[src/rtl/deadlock_monitor_pkg.sv]
// Shared constants and helpers for the kernel deadlock monitors.
package deadlock_monitor_pkg;

  localparam int unsigned DFLT_N_AXIS          = 3;
  localparam int unsigned DFLT_N_INST          = 1;
  localparam int unsigned DFLT_BLOCK_THRESHOLD = 4;

  // Counter must hold 0..threshold inclusive.
  function automatic int unsigned cnt_width(input int unsigned threshold);
    return (threshold < 1) ? 1 : $clog2(threshold + 1);
  endfunction

endpackage

[src/rtl/stall_persistence_counter.sv]
// Saturating count of consecutive stalled cycles; hit flags the cycle the count reaches THRESHOLD.
module stall_persistence_counter
  import deadlock_monitor_pkg::*;
#(
  parameter int unsigned THRESHOLD = DFLT_BLOCK_THRESHOLD
) (
  input  logic clock,
  input  logic reset,
  input  logic stall,
  output logic hit
);

  localparam int unsigned   CW  = cnt_width(THRESHOLD);
  localparam logic [CW-1:0] THR = CW'(THRESHOLD);

  logic [CW-1:0] cnt;
  logic [CW-1:0] cnt_next;

  always_comb begin
    cnt_next = '0;
    if (stall) begin
      cnt_next = (cnt == THR) ? cnt : cnt + CW'(1);
    end
  end

  always_ff @(posedge clock or posedge reset) begin
    if (reset) begin
      cnt <= '0;
    end else begin
      cnt <= cnt_next;
    end
  end

  assign hit = (cnt_next == THR);

endmodule

[src/rtl/deadlock_idx0_monitor.sv]
// Per-kernel deadlock detector: raises block after a sustained stall.
// Define DEADLOCK_MONITOR_STICKY_EN to hold block high until reset.
module deadlock_idx0_monitor
  import deadlock_monitor_pkg::*;
#(
  parameter int unsigned N_AXIS          = DFLT_N_AXIS,
  parameter int unsigned N_INST          = DFLT_N_INST,
  parameter int unsigned BLOCK_THRESHOLD = DFLT_BLOCK_THRESHOLD
) (
  input  logic              clock,
  input  logic              reset,
  input  logic [N_AXIS-1:0] axis_block_sigs,
  input  logic [N_INST-1:0] inst_idle_sigs,
  input  logic [N_INST-1:0] inst_block_sigs,
  output logic              block
);

  logic stall_now;
  logic hit;
  logic block_next;

  // An instance that is blocked but also idle is not stalling the kernel.
  assign stall_now = (|axis_block_sigs) | (|(inst_block_sigs & ~inst_idle_sigs));

  stall_persistence_counter #(
    .THRESHOLD (BLOCK_THRESHOLD)
  ) u_counter (
    .clock (clock),
    .reset (reset),
    .stall (stall_now),
    .hit   (hit)
  );

  always_comb begin
    block_next = hit;
`ifdef DEADLOCK_MONITOR_STICKY_EN
    block_next = block | hit;
`else
    block_next = hit;
`endif
  end

  always_ff @(posedge clock or posedge reset) begin
    if (reset) begin
      block <= 1'b0;
    end else begin
      block <= block_next;
    end
  end

endmodule

[config.mk]
export PLATFORM = sky130hd
export DESIGN_NAME = deadlock_idx0_monitor
export DESIGN_NICKNAME = d
export VERILOG_FILES = /design/src/rtl/deadlock_monitor_pkg.sv /design/src/rtl/stall_persistence_counter.sv /design/src/rtl/deadlock_idx0_monitor.sv
export SDC_FILE = /design/constraint.sdc
export NUM_CORES = 1
export LEC_CHECK = 0
export CAP_MARGIN = 20
export CORE_AREA = 2 2 39 41
export DETAILED_ROUTE_END_ITERATION = 6
export DIE_AREA = 0 0 41 43
export PLACE_DENSITY_LB_ADDON = 0.12
export SLEW_MARGIN = 20
export SYNTH_ARGS = -nofsm -noshare
export SYNTH_HDL_FRONTEND = slang
export SYNTH_SLANG_ARGS = --single-unit
export TNS_END_PERCENT = 5
[constraint.sdc]
create_clock -name clock -period 1.8 [get_ports clock]
set_input_delay 0.27 -clock clock [delete_from_list [all_inputs] [get_ports clock]]
set_output_delay 0.27 -clock clock [all_outputs]
set_load 0.005 [all_outputs]
==> metrics.csv, run 1 <==
stage,metric,value,unit
placed_design,post-place-cells,45,
critical_path,reg2reg_slack,0.43,ns
clock_network,cts_sinks,4,
layout,drive_gt1_share,25.0,%
grt,antenna_found_initial,0,
clock_network,hold_buffers,0,
grt,grt_overflow,0,
drt,drt-total-wl,401,um
clock_network,clk_latency,0.23,ns
synthesis,yosys_warnings,0,
pwr,switchingPower,180,uW
drt,drt_iter0_drc,0,
drt,drt_first_pass_iters,1,
synthesis,mappedNetlistNets,31,
sta,slew_headroom,73.4,%
sta,rsz0062_at_grt,no,
pwr,powerDensity,1460,nW/um2
floorplan,io_pins,8,
sta,fmax,727,MHz
sta,worst_pin_slew,0.399,ns
pwr,seq_power_share,32.2,%
layout,syn_to_final_growth,45.5,%
clock_network,cts_buffers,3,
pwr,p_comb_share,47.5,%
drt,drtAntennaViolNets,0,
floorplan,die_h,43,um
layout,layout.nets,43,
run_status,outcome,"finished, final reports clean",
floorplan,start_util,17.9,%
placed_design,io_buffers,7,
drt,wl_per_cell,8.35,um
sta,hold_viol_final,0,
pwr,p_int,345,uW
critical_path,start_kind,register,
drt,via_count,175,
clock_network,cts_max_path_buffers,2,
floorplan,core_area,1380,um2
clock_network,cts_resized,0,
synthesis,synthDistinctLibCells,15,
critical_path,crit_required,1.92,ns
floorplan,die_w,41,um
critical_path,r2r_end,block$_DFF_PP0_,
placed_design,gp_congestion,0.699,
sta,period_minus_slack,1.37,ns
drt,viasPerCell,3.65,
sta,tns,0,ns
pwr,pwr-share-clk,20.4,%
grt,grt_pass1_vias,183,
sta,skew,0.000135,ns
sta,finalMaxSlewViolations,0,
sta,setup_viol,0,
clock_network,cts_tree,yes,
grt,track_usage,6.36,%
clock_network,htree_levels,1,
clock_network,clkTransAtPathRegs,0.04,ns
layout,stdcell_count,48,
synthesis,syn_inst,22,
critical_path,crit_type,register to register,
clock_network,cts_setup_buffers,0,
flow_run,maxCapViolations,0,
min_path,min_path_type,input pin to async pin,
synthesis,syn_area_per_cell,11.3,um2
grt,grt_max_degree,6,
pwr,p_leak,0.153,nW
critical_path,r2r.worst_path.cells,5,
pwr,finalPower,524,uW
critical_path,worstPathArrival,1.49,ns
sta,layout_setup_ws,0.425,ns
layout,num_antenna_cells,0,
floorplan,rows,14,
synthesis,synth-seq-cells,4,
sta,final.period_utilization,76.4,%
layout,n_fill_cell,143,
placed_design,dp_slack,0.296,ns
synthesis,netlist_area,248,um2
drt,drc,0,
floorplan,die-area,1760,um2
critical_path,endpoint_kind,register,
critical_path,cp_max_fo,3,
pwr,switching_share,34.2,%
pwr,irDropWorstVdd,0.000480,V
critical_path,r2r_start,u_counter.cnt[0]$_DFF_PP0_,
clock_network,clock-root-buffer,clkbuf_4,
synthesis,seq_area_frac_synth,40.4,%
grt,grt_pass1_wl,703,um
[logic make-up (layout without fill, tap and decap cells)]
family	Yosys count	count (layout)	synth area share, %
DFF	4	4	40.4
buffers and inverters	4	14	6.06
adders and majority gates	2	2	10.1
AOI/OAI and AO/OA	3	3	19.2
xor gates and xnor gates	1	1	3.54
and+or+nand+nor	8	8	20.7
[sequential cells by signal, indices dropped and copies added, names as in the netlist]
name           cells
block              1
u_counter.cnt      3
[cells in the final DEF, fill, tap and decap left out]
cell type,instances
and2b_2,1
nor2_1,2
o21ai_0,1
nor3b_2,1
nor3_1,1
nor2b_1,1
clkdlybuf4s50_1,7
nand2_1,1
a2111oi_4,1
a2111oi_2,1
clkbuf_4,3
inv_1,3
xnor2_1,1
dfrtp_1,4
inv_2,1
nand3b_1,1
ha_1,2
[cells in the mapped netlist, drive strengths merged]
library cell,instances,share of area (%)
nor2b,1,2.5
nor3b,1,5.0
nand2,1,1.5
a2111oi,2,17
and2b,1,3.5
nand3b,1,3.0
xnor2,1,3.5
nor2,2,3.0
o21ai,1,2.0
ha,2,10
dfrtp,4,40
inv,4,6.1
nor3,1,2.0
[worst max path at each step]
stage | from | end | depth (start not counted)
after floorplan | u_counter.cnt[0]$_DFF_PP0_ | block$_DFF_PP0_ | 5
after global placement | inst_idle_sigs | u_counter.cnt[2]$_DFF_PP0_ | 4
after detailed placement | inst_idle_sigs | u_counter.cnt[2]$_DFF_PP0_ | 4
after CTS | u_counter.cnt[0]$_DFF_PP0_ | block$_DFF_PP0_ | 5
after global routing | u_counter.cnt[0]$_DFF_PP0_ | block$_DFF_PP0_ | 5
final | u_counter.cnt[0]$_DFF_PP0_ | block$_DFF_PP0_ | 5
[stage by stage]
| stage | instance area, um2 | utilization [%] | hold slack [ns] |
|---|---|---|---|
| 3_5_place_dp | 338 | 24.4 | 0.462 |
| 2_1_floorplan | 248 | - | 0.0361 |
| 5_1_grt | 360 | 26.0 | 0.232 |
| 3_3_place_gp | 338 | 24.4 | 0.465 |
| 6_report | 360 | 26.0 | 0.218 |
| 4_1_cts | 360 | 26.0 | 0.213 |
[layer usage]
layer  routed length, um  vias up  track usage [%]
li1                    -       94                -
met1                 177       79             7.87
met2                 219        2             7.50
met4                   0        0             8.00
met5                   0        -                0
met3                   3        0             1.57
[power by group through the flow]
stage / Sequential (mW) / Combinational (mW) / Clock [mW]
6_report: 0.169 / 0.249 / 0.107
5_1_grt: 0.177 / 0.289 / 0.123
3_5_place_dp: 0.172 / 0.253 / 0
2_1_floorplan: 0.164 / 0.191 / 0
3_3_place_gp: 0.167 / 0.252 / 0
4_1_cts: 0.170 / 0.255 / 0.114
[cell type report]
type / count / area [um2] / share of cell area [%]
Inverter: 4 / 15.0 / 4.17
Clock buffer: 3 / 22.5 / 6.25
Multi-Input combinational cell: 14 / 133 / 36.8
Tap cell: 16 / 20.0 / 5.56
Timing Repair Buffer: 7 / 70.1 / 19.4
Sequential cell: 4 / 100 / 27.8
[critical path, stage by stage, from the launching register on]
cell,delay (ns)
dfrtp_1,0.39
inv_2,0.07
ha_1,0.23
nor3b_2,0.18
nor3_1,0.07
a2111oi_2,0.32
No activity file was read; power rests on OpenSTA's default activity.
==> inputs of run 2 (changes only) <==
==> constraint.sdc (replaced) <==
create_clock -name clock -period 1.34 [get_ports clock]
set_input_delay 0.201 -clock clock [delete_from_list [all_inputs] [get_ports clock]]
set_output_delay 0.201 -clock clock [all_outputs]
set_load 0.005 [all_outputs]
==> run 2 against run 1 <==
  * Wire length grew 19%
  * Count of clock-buffer cells in the layout is the same
  * Register-to-register slack lost 0.37 ns
  * Combinational power grew 66%
==> metrics.csv, run 2 (synthesized netlist as in run 1, its figures left out) <==
stage,metric,value,unit
run_status,outcome,"finished, final reports clean",
placed_design,place_area,353,um2
sta,worst_pin_slew,0.408,ns
drt,drt_iter0_drc,3,
sta,rsz0062_at_grt,yes,
critical_path,crit_required,1.45,ns
grt,antenna_found_initial,0,
clock_network,cts_setup_buffers,0,
floorplan,die_w,41,um
drt,drt_first_pass_iters,2,
clock_network,clock-root-buffer,clkbuf_4,
drt,drtAntennaViolNets,0,
placed_design,post-place-cells,47,
drt,viasPerCell,3.80,
layout,largest_reg_flops,3,
flow_run,maxCapViolations,0,
sta,hold_viol_final,0,
layout,num_antenna_cells,0,
drt,wl_per_cell,9.56,um
floorplan,start_util,17.9,%
min_path,min_path_type,input pin to async pin,
layout,final_cell_mix,"7 x clkdlybuf4s50_1, 4 x dfrtp_1, 3 x inv_1, 3 x clkbuf_4",
critical_path,slowest_delay,0.37,ns
clock_network,cts_tree,yes,
drt,via_count,190,
critical_path,critPathLaunch,u_counter.cnt[0]$_DFF_PP0_,
critical_path,endpoint,block$_DFF_PP0_,
critical_path,critical_path_depth,5,
critical_path,cp_slowest_cell,dfrtp_1,
sta,skew,0.000538,ns
placed_design,io_buffers,7,
placed_design,gp_congestion,0.656,
layout,top_regs,"u_counter.cnt (3), block (1)",
critical_path,cp_max_fo,3,
pwr,finalPower,781,uW
sta,slew_headroom,72.8,%
drt,drt-total-wl,478,um
layout,finalInstanceArea,380,um2
critical_path,critPathTopFamily,flip-flops,
grt,grt_pass1_vias,172,
floorplan,die_h,43,um
critical_path,r2r.worst_path.cells,5,
clock_network,htree_levels,1,
drt,drc,0,
clock_network,cts_sinks,4,
placed_design,dp_slack,-0.0992,ns
critical_path,r2r_start,u_counter.cnt[0]$_DFF_PP0_,
sta,finalMaxSlewViolations,0,
critical_path,start_kind,register,
critical_path,reg2reg_slack,0.05,ns
critical_path,endpoint_kind,register,
grt,grt_pass1_wl,614,um
grt,grt_max_degree,6,
clock_network,hold_buffers,0,
floorplan,core_area,1380,um2
critical_path,r2r_end,block$_DFF_PP0_,
layout,regMostFlops,u_counter.cnt,
clock_network,cts_max_path_buffers,2,
grt,track_usage,5.74,%
floorplan,die-area,1760,um2
floorplan,rows,14,
pwr,powerDensity,2050,nW/um2
layout,drive_gt1_share,35.3,%
clock_network,clkTransAtPathRegs,0.03,ns
grt,grt_overflow,0,
layout,layout_commonest_cell,clkdlybuf4s50_1,
critical_path,worstPathArrival,1.40,ns
layout,layout.nets,45,
critical_path,crit_path_cell_trace,inv_2 > ha_2 > nor3b_2 > nor3_1 > a2111oi_2,
clock_network,cts_buffers,3,
sta,period_minus_slack,1.29,ns
layout,syn_to_final_growth,53.5,%
pwr,p_leak,0.159,nW
layout,fin_util,27.5,%
sta,setup_viol,0,
sta,fmax,776,MHz
layout,stdcell_count,50,
pwr,irDropWorstVdd,0.000709,V
sta,final.period_utilization,96.2,%
sta,layout_setup_ws,0.0506,ns
critical_path,crit_type,register to register,
floorplan,io_pins,8,
critical_path,critPathBufInv,1,
clock_network,clk_latency,0.23,ns
placed_design,hpwl,373,um
==> run 2: cell count changes in the layout (fill, tap and decap cells not counted), sizes merged <==
cell,delta
buf,+2
==> run 2: how the worst min path moves through the flow <==
stage                     startpoint                         end  slack [ns]
after floorplan                reset             block$_DFF_PP0_       -0.03
after global routing           reset  u_counter.cnt[0]$_DFF_PP0_        0.18
after global placement         reset             block$_DFF_PP0_        0.39
after CTS                      reset             block$_DFF_PP0_        0.15
after detailed placement       reset             block$_DFF_PP0_        0.40
final                          reset  u_counter.cnt[2]$_DFF_PP0_        0.16
==> run 2: cell type report <==
cell class                      count  area [um2]
Fill cell                         147        1000
Multi-Input combinational cell     14         138
Sequential cell                     4         100
Timing Repair Buffer                9        85.1
Clock buffer                        3        22.5
Tap cell                           16        20.0
Inverter                            4        15.0
==> run 2: what timing repair did <==
action / in CTS / in global routing
resized for setup: 0 / 2
endpoints found under the setup margin: 1 / 1
pin swaps: 1 / 0
==> run 2: layer usage <==
metal | vias up | global-route usage, % | routed length, um
met5 | - | 0 | 0
met4 | 0 | 8.00 | 0
met3 | 0 | 0 | 3
met2 | 2 | 9.38 | 310
met1 | 91 | 4.87 | 164
li1 | 97 | - | -
==> run 2: through the flow <==
step	hold WS, ns	setup TNS (ns)
2_1_floorplan	-0.0329	0
3_3_place_gp	0.391	-0.271
3_5_place_dp	0.398	-0.353
4_1_cts	0.149	0
5_1_grt	0.185	-0.0248
6_report	0.156	0
==> run 2: power breakdown <==
part / total [mW] / internal [mW] / switching (mW)
Sequential: 0.226 / 0.182 / 0.0443
Combinational: 0.413 / 0.232 / 0.181
Clock: 0.141 / 0.0996 / 0.0416
Total: 0.781 / 0.513 / 0.267
==> inputs of run 3 (changes only) <==
--- a/config.mk
+++ b/config.mk
@@ -10,7 +10,6 @@
 export DETAILED_ROUTE_END_ITERATION = 6
 export DIE_AREA = 0 0 41 43
 export PLACE_DENSITY_LB_ADDON = 0.12
-export SLEW_MARGIN = 20
 export SYNTH_ARGS = -nofsm -noshare
 export SYNTH_HDL_FRONTEND = slang
 export SYNTH_SLANG_ARGS = --single-unit
==> results of run 3 <==
Same layout as run 2: the final DEF is identical, and so are final timing and power.
